File: config.mk
export PLATFORM = sky130hd
export DESIGN_NAME = regfile_wb_arbiter
export DESIGN_NICKNAME = d
export VERILOG_FILES = /design/src/rtl/regfile_pkg.sv /design/src/rtl/wb_fifo.sv /design/src/rtl/regfile_wb_arbiter.sv
export SDC_FILE = /design/constraint.sdc
export NUM_CORES = 1
export LEC_CHECK = 0
export ABC_AREA = 1
export CORE_ASPECT_RATIO = 0.6
export CORE_MARGIN = 2
export CORE_UTILIZATION = 52
export CTS_BUF_LIST = sky130_fd_sc_hd__clkbuf_4
export CTS_CLUSTER_SIZE = 10
export DETAILED_ROUTE_END_ITERATION = 7
export PLACE_DENSITY = 0.78
export SLEW_MARGIN = 20
export SYNTH_ARGS = -nofsm -noshare
export SYNTH_HDL_FRONTEND = slang
export SYNTH_SLANG_ARGS = --single-unit
File: constraint.sdc
create_clock -name clk -period 4.55 [get_ports clk]
set_input_delay 0.91 -clock clk [delete_from_list [all_inputs] [get_ports clk]]
set_output_delay 0.91 -clock clk [all_outputs]
set_load 0.01 [all_outputs]
File: src/rtl/regfile_pkg.sv
// Shared widths and types for the register-file writeback arbiter.
package regfile_pkg;

    localparam int unsigned DATA_W = 32;
    localparam int unsigned ADDR_W = 5;

    typedef struct packed {
        logic [ADDR_W-1:0] rd;
        logic [DATA_W-1:0] data;
    } wb_req_t;

    typedef enum logic {
        SRC_A = 1'b0,
        SRC_B = 1'b1
    } wb_src_t;

endpackage

File: src/rtl/wb_fifo.sv
// DEPTH-entry circular buffer of writeback requests; exposes per-entry
// valid/rd so the parent can detect pending writes to a register.
module wb_fifo
    import regfile_pkg::*;
#(
    parameter int unsigned DEPTH = 2
) (
    input  logic                         clk,
    input  logic                         rst_n,
    input  logic                         push,
    input  wb_req_t                      push_req,
    input  logic                         pop,
    output logic                         full,
    output logic                         empty,
    output wb_req_t                      head,
    output logic [DEPTH-1:0]             ent_valid,
    output logic [DEPTH-1:0][ADDR_W-1:0] ent_rd
);

    localparam int unsigned PtrW = $clog2(DEPTH);
    localparam int unsigned CntW = $clog2(DEPTH + 1);

    wb_req_t         mem_q [DEPTH];
    logic [PtrW-1:0] wr_ptr_q;
    logic [PtrW-1:0] rd_ptr_q;
    logic [CntW-1:0] count_q;
    logic            do_push;
    logic            do_pop;

    assign full    = (count_q == CntW'(DEPTH));
    assign empty   = (count_q == '0);
    assign do_push = push && !full;
    assign do_pop  = pop && !empty;
    assign head    = mem_q[rd_ptr_q];

    always_ff @(posedge clk or negedge rst_n) begin
        if (!rst_n) begin
            wr_ptr_q <= '0;
            rd_ptr_q <= '0;
            count_q  <= '0;
        end else begin
            if (do_push) wr_ptr_q <= wr_ptr_q + PtrW'(1);
            if (do_pop)  rd_ptr_q <= rd_ptr_q + PtrW'(1);
            if (do_push && !do_pop) begin
                count_q <= count_q + CntW'(1);
            end else if (!do_push && do_pop) begin
                count_q <= count_q - CntW'(1);
            end
        end
    end

    // Payload storage needs no reset: occupancy alone decides validity.
    always_ff @(posedge clk) begin
        if (do_push) mem_q[wr_ptr_q] <= push_req;
    end

    always_comb begin
        logic [PtrW-1:0] off;
        off       = '0;
        ent_valid = '0;
        ent_rd    = '0;
        for (int i = 0; i < DEPTH; i++) begin
            off          = PtrW'(i) - rd_ptr_q;
            ent_valid[i] = CntW'(off) < count_q;
            ent_rd[i]    = mem_q[i].rd;
        end
    end

endmodule

File: src/rtl/regfile_wb_arbiter.sv
// Round-robin arbitration of two writeback FIFOs onto the single register-file
// write port, with combinational read-after-write hazard flags.
module regfile_wb_arbiter
    import regfile_pkg::*;
#(
    parameter int unsigned DEPTH = 2
) (
    input  logic              clk,
    input  logic              rst_n,
    input  logic              a_valid,
    output logic              a_ready,
    input  logic [ADDR_W-1:0] a_rd,
    input  logic [DATA_W-1:0] a_data,
    input  logic              b_valid,
    output logic              b_ready,
    input  logic [ADDR_W-1:0] b_rd,
    input  logic [DATA_W-1:0] b_data,
    output logic              reg_write,
    output logic [ADDR_W-1:0] write_reg,
    output logic [DATA_W-1:0] write_data,
    output logic              grant_b,
    input  logic [ADDR_W-1:0] read_reg1,
    input  logic [ADDR_W-1:0] read_reg2,
    output logic              hazard1,
    output logic              hazard2
);

    wb_req_t                      a_req, b_req, a_head, b_head;
    logic                         a_full, a_empty, a_push, a_pop;
    logic                         b_full, b_empty, b_push, b_pop;
    logic [DEPTH-1:0]             a_ent_valid, b_ent_valid;
    logic [DEPTH-1:0][ADDR_W-1:0] a_ent_rd, b_ent_rd;
    wb_src_t                      last_src_q;

    assign a_ready = rst_n && !a_full;
    assign b_ready = rst_n && !b_full;
    // Writes to x0 complete the handshake but are dropped here.
    assign a_push  = a_valid && a_ready && (a_rd != '0);
    assign b_push  = b_valid && b_ready && (b_rd != '0);
    assign a_req   = '{rd: a_rd, data: a_data};
    assign b_req   = '{rd: b_rd, data: b_data};

    wb_fifo #(.DEPTH(DEPTH)) u_fifo_a (
        .clk       (clk),
        .rst_n     (rst_n),
        .push      (a_push),
        .push_req  (a_req),
        .pop       (a_pop),
        .full      (a_full),
        .empty     (a_empty),
        .head      (a_head),
        .ent_valid (a_ent_valid),
        .ent_rd    (a_ent_rd)
    );

    wb_fifo #(.DEPTH(DEPTH)) u_fifo_b (
        .clk       (clk),
        .rst_n     (rst_n),
        .push      (b_push),
        .push_req  (b_req),
        .pop       (b_pop),
        .full      (b_full),
        .empty     (b_empty),
        .head      (b_head),
        .ent_valid (b_ent_valid),
        .ent_rd    (b_ent_rd)
    );

    // On a tie the source not granted most recently wins.
    always_comb begin
        a_pop = 1'b0;
        b_pop = 1'b0;
        if (!a_empty && (b_empty || last_src_q == SRC_B)) begin
            a_pop = 1'b1;
        end else if (!b_empty) begin
            b_pop = 1'b1;
        end
    end

    always_ff @(posedge clk or negedge rst_n) begin
        if (!rst_n) begin
            reg_write  <= 1'b0;
            write_reg  <= '0;
            write_data <= '0;
            grant_b    <= 1'b0;
            last_src_q <= SRC_B;
        end else if (a_pop) begin
            reg_write  <= 1'b1;
            write_reg  <= a_head.rd;
            write_data <= a_head.data;
            grant_b    <= 1'b0;
            last_src_q <= SRC_A;
        end else if (b_pop) begin
            reg_write  <= 1'b1;
            write_reg  <= b_head.rd;
            write_data <= b_head.data;
            grant_b    <= 1'b1;
            last_src_q <= SRC_B;
        end else begin
            reg_write  <= 1'b0;
        end
    end

    always_comb begin
        hazard1 = reg_write && (write_reg == read_reg1);
        hazard2 = reg_write && (write_reg == read_reg2);
        for (int i = 0; i < DEPTH; i++) begin
            if (a_ent_valid[i] && a_ent_rd[i] == read_reg1) hazard1 = 1'b1;
            if (b_ent_valid[i] && b_ent_rd[i] == read_reg1) hazard1 = 1'b1;
            if (a_ent_valid[i] && a_ent_rd[i] == read_reg2) hazard2 = 1'b1;
            if (b_ent_valid[i] && b_ent_rd[i] == read_reg2) hazard2 = 1'b1;
        end
        if (read_reg1 == '0) hazard1 = 1'b0;
        if (read_reg2 == '0) hazard2 = 1'b0;
    end

endmodule

==> out/qor.tcl, run 1 <==
set qor(dpl-instance-area_sq_um) 9890
set qor(floorplan.initialDensity_pct) 54.0
set qor(edff_count_synth) 148
set qor(synth-seq-cells) 196
set qor(synth_area_sq_um) 8420
set qor(synth.top_cells.by_area) {edfxtp_1, nand2_1, dfrtp_1, nand3_1, nor2_1}
set qor(vias_per_cell) 5.24
set qor(grt-ovfl-total) 0
set qor(dominantRegCellSynth) {edfxtp_1}
set qor(clkSinkCount) 196
set qor(worst_r2r_startpoint) {u_fifo_b.count_q[0]}
set qor(leakage_nw) 4.31
set qor(full_die_area_sq_um) 17300
set qor(status) {finished clean}
set qor(cts_tree) {done}
set qor(max-clock-path-buffers) 2
set qor(vias) 6149
set qor(max_cap_viol) 0
set qor(mappedNetlistNets) 922
set qor(drt_first_pass_iters) 5
set qor(grt_pass1_vias) 5885
set qor(rows) 35
set qor(cts.root.buffer_cell) {clkbuf_4}
set qor(power.density_nw_per_um2) 566
set qor(postCtsSetupBuffers) 0
set qor(clock.fmax_mhz) 262
set qor(fill_cells) 1247
set qor(finish.instance_area_sq_um) 10200
set qor(r2r.worst_path.cells) 5
set qor(final_layout_size_suffix_gt1_share_pct) 6.28
set qor(cts.htree.levels) 4
set qor(postSynth.asyncResetShare_pct) 24.5
set qor(final.period_utilization_pct) 84.0
set qor(clkTransAtPathRegs_ns) 0.17
set qor(synth.top_cell.area_share_pct) 52.8
set qor(vdd_drop_max_v) 0.000266
set qor(fin_skew_ns) 0.0330
set qor(post_synthesis_cell_count) 832
set qor(timing.final.setup_violations) 0
set qor(placed_cells) 1142
set qor(grt_setup_unrepaired) {no}
set qor(area_growth_pct) 21.0
set qor(antenna_found_initial) 2
set qor(rrSetupSlack_ns) 2.16
set qor(hold_class) {primary input to async pin}
set qor(synth_common_cells) {nand2_1, edfxtp_1, nor2_1}
set qor(maxSlewHeadroom_pct) 37.0
set qor(min_period_ns) 3.82
set qor(die_w_um) 168
set qor(die_boundary_height_um) 103
set qor(power_report.internal_total_mw) 3.46
set qor(place.port_buffers) 130
set qor(pwr-share-clk_pct) 15.8
set qor(sw_frac_of_total_pct) 40.1
set qor(synthMostInstantiatedCell) {nand2_1}
set qor(worst_ep_arrival_time_ns) 2.91
set qor(grt_start_max_net_pins) 49
set qor(cts.repair.resized) 0
set qor(coreArea_sq_um) 15600
set qor(yosys.area.top_type) {edfxtp_1}
set qor(maxSlewViolCount) 0
set qor(grt_util_all_layers_pct) 24.6
set qor(wire_per_inst_um) 17.3
set qor(clk-insertion-delay-late_ns) 0.56
set qor(share_comb_of_total_power_pct) 39.4
set qor(total_design_power_mw) 5.77
set qor(worst-setup-path-type) {primary input to primary output}
set qor(post_synth_num_cell_types) 28
set qor(drt.antenna.violating_nets) 0
set qor(seq_power_share_pct) 44.8
set qor(cp-end-kind) {primary output}
set qor(worstSetupStartpointType) {primary input}
set qor(share_of_synthesized_area_occupied_by_flip_flops_and_latches_pct) 67.1
set qor(switchingPower_mw) 2.31
set qor(wl_um) 20400
set qor(tightestPinTransition_ns) 0.943
set qor(average_cell_area_after_synthesis_sq_um) 10.1
set qor(critical_path_peak_fanout) 7
set qor(grt_pass1_wl_um) 31700
set qor(critical_path_required_ns) 3.64
set qor(final_core_utilization_pct) 65.3
set qor(final_hold_viol_count) 0
set qor(io-pin-count) 131
set qor(cts_hold_buf) 0
set qor(dr.first_iter.drc_count) 509
set qor(nets) 1048
set qor(yosys_warnings) 0
set qor(gp_congestion) 0.881
set qor(n_antenna_cell) 0
set qor(clock_buffer_count_from_cts) 17
set qor(place.detailed.hpwl_um) 13800
set qor(route.detailed.drc) 0
set qor(timing.rr.end) {u_fifo_b.mem_q[0][14]}
set qor(final.setup.tns_ns) 0
set qor(finish.cell_count_without_fillers) 1174
set qor(largest_registers) {u_fifo_a.mem_q x74, u_fifo_b.mem_q x74, write_data x32}
per-layer routing:
metal / GRT usage [%] / vias to the layer above / wire length [um]
li1: - / 2947 / -
met1: 35.6 / 2918 / 9390
met2: 37.9 / 259 / 8950
met3: 6.41 / 21 / 1780
met4: 6.17 / 4 / 227
met5: 0 / - / 27
power by group through the flow:
stage	Sequential (mW)	Clock, mW	Combinational, mW
detailed placement	2.62	0	2.28
global route	2.62	0.998	2.53
floorplan	2.61	0	1.39
finish	2.58	0.914	2.27
global placement	2.62	0	2.22
CTS	2.58	0.927	2.28
placed cells by master, fill, tap and decap left out, types with 11 or more instances in the layout:
master / n
nand3_1: 45
edfxtp_1: 148
o21ai_0: 16
clkbuf_4: 18
dfrtp_1: 46
buf_4: 11
nand2_1: 387
clkdlybuf4s50_1: 129
xor2_1: 20
nor2_1: 49
inv_1: 41
how the worst max path moves through the flow:
stage	from	end	slack, ns
4_1_cts	read_reg1[2]	hazard1	0.77
5_1_grt	read_reg1[2]	hazard1	0.59
2_1_floorplan	rst_n	u_fifo_a.mem_q[1][0]	1.16
3_5_place_dp	read_reg1[2]	hazard1	0.78
6_report	read_reg1[2]	hazard1	0.73
3_3_place_gp	read_reg1[1]	hazard1	0.75
worst max-delay path, stage by stage:
cell and delay (ns):
clkdlybuf4s50_1 0.66, inv_1 0.14, nand2_1 0.08, nand2_1 0.05, nor2_1 0.16, nand3_1 0.11, nand3_1 0.13, nor2_1 0.05
nor2_1 0.08, clkdlybuf4s50_1 0.54
area by class of cell:
| class | count | area, sq um | area share (%) |
|---|---|---|---|
| clock buffers | 18 | 135 | 1.33 |
| clock inverters | 14 | 158 | 1.55 |
| inverters | 46 | 178 | 1.75 |
| multi-input cells | 556 | 2430 | 23.9 |
| flip-flops and latches | 196 | 5650 | 55.5 |
| well taps | 203 | 254 | 2.49 |
| repair buffers | 141 | 1380 | 13.5 |
logic make-up after synthesis:
group / count (synthesis) / synth area share [%]
xor gates and xnor gates: 23 / 2.39
and+or+nand+nor: 496 / 23.3
buffers and inverters: 80 / 4.46
AOI/OAI and AO/OA: 33 / 2.19
DFF: 196 / 67.1
adders and majority gates: 2 / 0.297
muxes: 2 / 0.238
per-stage QoR:
| step | worst slack (ns) | hold slack (ns) |
|---|---|---|
| floorplan | 1.16 | 0.467 |
| global placement | 0.750 | 0.472 |
| detailed placement | 0.778 | 0.476 |
| CTS | 0.770 | 0.508 |
| global route | 0.588 | 0.538 |
| finish | 0.729 | 0.510 |
(Power assumes the default switching activity.)
==> run 2: changes to the inputs <==
- CORE_UTILIZATION: 52 -> 50
- clock period: 4.55 -> 3.1 ns (I/O delays scaled with it)
==> run 2 against run 1 <==
Against the previous run: utilization down 2.1 points; largest cell class unchanged; clock skew about the same; sequential power rose by 46%; first-iteration DRC count decreased by 22%; register-to-register slack worse by 0.99 ns; critical endpoint unchanged.
==> out/qor.tcl, run 2 (synthesis results as in run 1) <==
set qor(status) {finished clean}
set qor(clkSinkCount) 196 ;# unchanged
set qor(route.detailed.drc) 0 ;# unchanged
set qor(rrSetupSlack_ns) 1.17 ;# -0.99 ns
set qor(critical_path_peak_fanout) 6 ;# -1
set qor(cts_tree) {done}
set qor(final_layout_size_suffix_gt1_share_pct) 7.35 ;# +1.1 points
set qor(fin_skew_ns) 0.0328 ;# -0.000202 ns
set qor(die_w_um) 172 ;# +1.9%
set qor(final_core_utilization_pct) 63.2 ;# -2.1 points
set qor(leakage_nw) 4.43 ;# +2.8%
set qor(tightestPinTransition_ns) 0.768 ;# -0.175 ns
set qor(clock.fmax_mhz) 344
set qor(cts.root.buffer_cell) {clkbuf_4}
set qor(gp_congestion) 0.953 ;# +8.2%
set qor(grt_pass1_wl_um) 31000 ;# -2.2%
set qor(max_cap_viol) 0 ;# unchanged
set qor(antenna_found_initial) 1 ;# -1
set qor(clock_buffer_count_from_cts) 17 ;# unchanged
set qor(largest_registers) {u_fifo_a.mem_q x74, u_fifo_b.mem_q x74, write_data x32}
set qor(min_period_ns) 2.91
set qor(power.density_nw_per_um2) 823 ;# +45%
set qor(maxSlewHeadroom_pct) 48.7 ;# +12 points
set qor(cts_hold_buf) 0 ;# unchanged
set qor(final.period_utilization_pct) 93.9
set qor(vdd_drop_max_v) 0.000440 ;# +66%
set qor(maxSlewViolCount) 0 ;# unchanged
set qor(io-pin-count) 131 ;# unchanged
set qor(dr.first_iter.drc_count) 396 ;# -22%
set qor(path_common_cell) {nor2_1}
set qor(worst-setup-path-type) {primary input to primary output}
set qor(place.detailed.hpwl_um) 13500 ;# -1.8%
set qor(worst_r2r_startpoint) {u_fifo_a.rd_ptr_q}
set qor(hold_class) {primary input to async pin}
set qor(rows) 36 ;# +2.9%
set qor(critical_path_required_ns) 2.48 ;# -1.16 ns
set qor(postCtsSetupBuffers) 0 ;# unchanged
set qor(worst_ep_arrival_time_ns) 2.29 ;# -0.62 ns
set qor(full_die_area_sq_um) 17900 ;# +3.9%
set qor(layout.cells.most_common) {nand2_1}
set qor(grt_setup_unrepaired) {no}
set qor(clk-insertion-delay-late_ns) 0.56 ;# about the same
set qor(regArea_sq_um) 5650 ;# unchanged
set qor(vias) 6116 ;# -0.54%
set qor(nets) 1056 ;# +0.76%
set qor(max-clock-path-buffers) 2 ;# unchanged
set qor(grt_start_max_net_pins) 49 ;# unchanged
set qor(r2r.worst_path.cells) 7 ;# +2
set qor(fill_cells) 1335 ;# +7.1%
set qor(final.setup.tns_ns) 0 ;# unchanged
set qor(area_growth_pct) 22.9
set qor(grt_pass1_vias) 5889 ;# +0.068%
set qor(multi_input_comb_area_sq_um) 2440 ;# +0.36%
set qor(vias_per_cell) 5.05 ;# -3.5%
set qor(die_boundary_height_um) 105 ;# +1.9%
set qor(final_hold_viol_count) 0 ;# unchanged
set qor(critical-path-slowest-cell) {clkdlybuf4s50_1}
set qor(cts.repair.resized) 0 ;# unchanged
set qor(place.port_buffers) 130 ;# unchanged
set qor(grt-ovfl-total) 0 ;# unchanged
set qor(drt_first_pass_iters) 5 ;# unchanged
set qor(wire_per_inst_um) 16.5 ;# -4.6%
set qor(worstSetupStartpointType) {primary input}
set qor(path_cells) {clkdlybuf4s50_1 > buf_4 > xor2_1 > nor2_1 > nand3_1 > nand2_1 > nor2_1 > nor2_1 > clkdlybuf4s50_1}
set qor(coreArea_sq_um) 16400 ;# +4.9%
set qor(clkTransAtPathRegs_ns) 0.17 ;# about the same
set qor(cts.htree.levels) 4 ;# unchanged
set qor(timing.rr.end) {write_data[19]}
set qor(timing.final.setup_violations) 0 ;# unchanged
set qor(longest_individual_stage_delay_on_the_worst_path_ns) 0.54 ;# -0.12 ns
set qor(most-common-layout-cells) {nand2_1, edfxtp_1, clkdlybuf4s50_1, nor2_1, dfrtp_1}
set qor(floorplan.initialDensity_pct) 51.5 ;# -2.5 points
set qor(cp-end-kind) {primary output}
set qor(grt_util_all_layers_pct) 23.2 ;# -1.4 points
set qor(wl_um) 20000 ;# -1.7%
set qor(drt.antenna.violating_nets) 0 ;# unchanged
-- run 2: cell count changes in the layout (fill, tap and decap cells not counted), moves of 2 or more --
| cell | delta |
|---|---|
| diode_2 | +3 |
| nor2_1 | -2 |
| clkinv_8 | +2 |
| dlymetal6s2s_1 | +7 |
| nor2_2 | +2 |
| clkdlybuf4s50_1 | -7 |
| inv_8 | -2 |
| buf_4 | +7 |
| inv_12 | +2 |
-- run 2: worst max-delay path by stage --
stage / from / to / slack, ns / cells past startpoint
after floorplan: rst_n / u_fifo_a.mem_q[0][0] / 0.008 / 4
after global placement: read_reg2[4] / hazard2 / 0.07 / 10
after detailed placement: read_reg2[4] / hazard2 / 0.04 / 10
after CTS: read_reg2[4] / hazard2 / 0.04 / 10
after global routing: read_reg1[1] / hazard1 / 0.01 / 9
final: read_reg1[1] / hazard1 / 0.19 / 9
-- run 2: cell type report --
| type | count | share of cell area, % |
|---|---|---|
| flip-flops and latches | 196 | 54.6 |
| multi-input cells | 556 | 23.6 |
| repair buffers | 149 | 14.2 |
| well taps | 228 | 2.76 |
| clock inverters | 15 | 1.81 |
| inverters | 46 | 1.72 |
| clock buffers | 17 | 1.23 |
| diodes | 3 | 0.0726 |
-- run 2: worst max-delay path, delay by kind of cell --
family                 cells  cell delay [ns]
buffers and inverters      3             1.13
AND/OR/NAND/NOR            5             0.40
XOR/XNOR                   1             0.14
-- run 2: stage by stage --
stage	std cells	power, mW	area [sq um]	hold WS [ns]	worst slack, ns
after CTS	1207	8.55	10300	0.228	0.0412
final	1210	8.51	10300	0.251	0.190
after global routing	1207	9.09	10300	0.247	0.0135
after detailed placement	1175	7.17	9990	0.493	0.0422
after global placement	1175	7.11	9990	0.482	0.0726
after floorplan	832	5.86	8420	0.324	0.00765
-- run 2: metal layers --
layer | routed length [um] | global-route usage [%] | vias to the layer above
li1 | - | - | 2962
met1 | 9430 | 34.6 | 2913
met2 | 8520 | 33.7 | 229
met3 | 1900 | 6.77 | 12
met4 | 176 | 5.63 | 0
met5 | 0 | 0 | -
-- run 2: where the power goes --
| part | switching (mW) | internal (mW) | total, mW | leakage (nW) |
|---|---|---|---|---|
| Combinational | 2.07 | 1.29 | 3.36 | 2.34 |
| Sequential | 0.339 | 3.43 | 3.76 | 1.93 |
| Clock | 0.997 | 0.390 | 1.39 | 0.160 |
| Total | 3.40 | 5.11 | 8.51 | 4.43 |
==> run 3: changes to the inputs <==
- CORE_UTILIZATION: 50 -> 52
- DONT_BUFFER_PORTS: not set -> 1
- PLACE_DENSITY: 0.78 -> 0.7
==> run 3 against run 2 <==
Against the previous run: die area shrank 3.7%; final cell count is 14% lower; clock skew down 0.0086 ns; wire length decreased by 3.5%; hold slack worse by 0.13 ns; sequential share of layout area up 8.2 points; utilization shrank 5.6 points; first-iteration DRC count rose by 33%; total power shrank 7.2%.
==> out/qor.tcl, run 3 (synthesis results as in run 1) <==
set qor(status) {finished clean}
set qor(drt_first_pass_iters) 5 ;# unchanged
set qor(grt_util_all_layers_pct) 23.1 ;# -0.16 points
set qor(clock.fmax_mhz) 372 ;# +8.2%
set qor(worst_ep_arrival_time_ns) 2.07 ;# -0.22 ns
set qor(final.setup.tns_ns) 0 ;# unchanged
set qor(cts.htree.levels) 4 ;# unchanged
set qor(cell_family_with_the_largest_share_of_critical_path_delay) {flip-flops}
set qor(maxSlewHeadroom_pct) 41.1 ;# -7.7 points
set qor(fin_skew_ns) 0.0242 ;# -0.00861 ns
set qor(worstSetupStartpointType) {flop}
set qor(cts.root.buffer_cell) {clkbuf_4}
set qor(floorplan.initialDensity_pct) 54.0 ;# +2.5 points
set qor(place.detailed.hpwl_um) 13300 ;# -1.6%
set qor(dpl-instance-area_sq_um) 8640 ;# -13%
set qor(antenna_found_initial) 1 ;# unchanged
set qor(gp_congestion) 0.933 ;# -2.0%
set qor(cts_tree) {done}
set qor(vdd_drop_max_v) 0.000378 ;# -14%
set qor(worst-path-buf-inv) 1 ;# -2
set qor(vias_per_cell) 5.37 ;# +6.3%
set qor(dr.first_iter.drc_count) 525 ;# +33%
set qor(clkTransAtPathRegs_ns) 0.19 ;# +0.02 ns
set qor(place.port_buffers) 0 ;# -100%
set qor(cts.repair.resized) 0 ;# unchanged
set qor(clock_buffer_count_from_cts) 17 ;# unchanged
set qor(clkSinkCount) 196 ;# unchanged
set qor(path_cells) {clkinv_1 > a21oi_1 > nor2_1 > nand3_1 > nand2_1 > nor2_1 > nor2_1}
set qor(critical_path_peak_fanout) 17 ;# +11
set qor(grt_setup_unrepaired) {no}
set qor(longest_individual_stage_delay_on_the_worst_path_ns) 0.61 ;# +0.07 ns
set qor(critical_path_required_ns) 2.48 ;# about the same
set qor(cp-end-kind) {primary output}
set qor(io-pin-count) 131 ;# unchanged
set qor(fill_cells) 1331 ;# -0.30%
set qor(grt_pass1_vias) 5350 ;# -9.2%
set qor(final_layout_size_suffix_gt1_share_pct) 7.24 ;# -0.11 points
set qor(max_cap_viol) 0 ;# unchanged
set qor(largest_registers) {u_fifo_a.mem_q x74, u_fifo_b.mem_q x74, write_data x32}
set qor(place_worst_setup_slack_ns) 0.908 ;# +0.866 ns
set qor(r2r.worst_path.cells) 6 ;# -1
set qor(tightestPinTransition_ns) 0.883 ;# +0.115 ns
set qor(coreArea_sq_um) 15600 ;# -4.7%
set qor(area_growth_pct) 6.78
set qor(maxSlewViolCount) 0 ;# unchanged
set qor(hold_depth) 0
set qor(drt.antenna.violating_nets) 0 ;# unchanged
set qor(finalWorstSetupSlack_ns) 0.412 ;# +0.222 ns
set qor(final_hold_viol_count) 0 ;# unchanged
set qor(full_die_area_sq_um) 17300 ;# -3.7%
set qor(wl_um) 19300 ;# -3.5%
set qor(worst-setup-path-type) {flop to primary output}
set qor(timing.final.setup_violations) 0 ;# unchanged
set qor(wire_per_inst_um) 18.5 ;# +12%
set qor(die_w_um) 168 ;# -1.9%
set qor(critical-path-slowest-cell) {dfrtp_2}
set qor(grt-ovfl-total) 0 ;# unchanged
set qor(power.density_nw_per_um2) 879 ;# +6.8%
set qor(path_depth) 7 ;# -2
set qor(vias) 5616 ;# -8.2%
set qor(nets) 920 ;# -13%
set qor(finish.instance_area_sq_um) 8990 ;# -13%
set qor(leakage_nw) 3.84 ;# -13%
set qor(min_period_ns) 2.69 ;# -0.222 ns
set qor(path_common_cell) {nor2_1}
set qor(grt_pass1_wl_um) 29500 ;# -4.9%
set qor(clk-insertion-delay-late_ns) 0.57 ;# about the same
set qor(layout.cells.most_common) {nand2_1}
set qor(n_antenna_cell) 0 ;# -3
set qor(max-clock-path-buffers) 2 ;# unchanged
set qor(route.detailed.drc) 0 ;# unchanged
set qor(die_boundary_height_um) 103 ;# -1.9%
set qor(rows) 35 ;# -2.8%
set qor(most-common-layout-cells) {nand2_1, edfxtp_1, nor2_1, nand3_1, dfrtp_1}
set qor(final.period_utilization_pct) 86.7 ;# -7.1 points
set qor(hold_class) {primary input to flop}
set qor(grt_start_max_net_pins) 49 ;# unchanged
-- run 3: cell types whose count changed in the layout (fill, tap and decap cells not counted), moves of 2 or more --
cell | before | now
nor2_1 | 47 | 49
dlymetal6s2s_1 | 7 | 0
clkdlybuf4s50_1 | 122 | 0
nor2_2 | 3 | 1
diode_2 | 3 | 0
buf_4 | 18 | 7
buf_12 | 1 | 4
-- run 3: layout make-up --
class	count	area, sq um	area share (%)
Sequential cell	196	5650	62.9
Clock inverter	14	179	1.99
Clock buffer	17	128	1.42
Inverter	46	178	1.98
Tap cell	203	254	2.83
Timing Repair Buffer	13	170	1.89
Multi-Input combinational cell	556	2430	27.0
-- run 3: worst paths after layout --
kind                                          to  slack [ns]                start
max in group asynchronous             last_src_q        2.25                rst_n
setup reg to reg           u_fifo_a.mem_q[1][27]        1.05  u_fifo_a.count_q[0]
hold / removal              u_fifo_a.mem_q[1][8]        0.12            a_data[8]
min in group asynchronous          write_data[2]        0.53                rst_n
setup / recovery                         hazard1        0.41    u_fifo_b.rd_ptr_q
hold reg to reg              u_fifo_a.count_q[0]        0.54  u_fifo_a.count_q[0]
-- run 3: report_power, final --
part	switching, mW	total [mW]	internal, mW
Clock	0.998	1.38	0.387
Sequential	0.532	3.96	3.43
Combinational	1.77	2.56	0.788
Total	3.30	7.90	4.60
-- run 3: per-stage QoR --
stage          utilization, %  power, mW  hold WS, ns  cells
3_5_place_dp             55.4       6.57        0.325   1012
3_3_place_gp             55.4       6.47        0.326   1012
6_report                 57.6       7.90        0.122   1045
4_1_cts                  57.6       7.95       0.0877   1045
2_1_floorplan               -       5.86        0.324    832
5_1_grt                  57.6       8.44       0.0552   1045
-- run 3: timing repair --
action,CTS,global route
hold buffers,2,0
endpoints found under the hold margin,48,0
endpoints found under the setup margin,0,0
setup buffers,0,0
-- run 3: per-layer routing --
metal / wire (um) / GRT usage, % / vias to the layer above
li1: - / - / 2681
met3: 2590 / 10.9 / 25
met2: 8270 / 34.2 / 228
met1: 8190 / 31.0 / 2682
met5: 0 / 0 / -
met4: 272 / 6.30 / 0
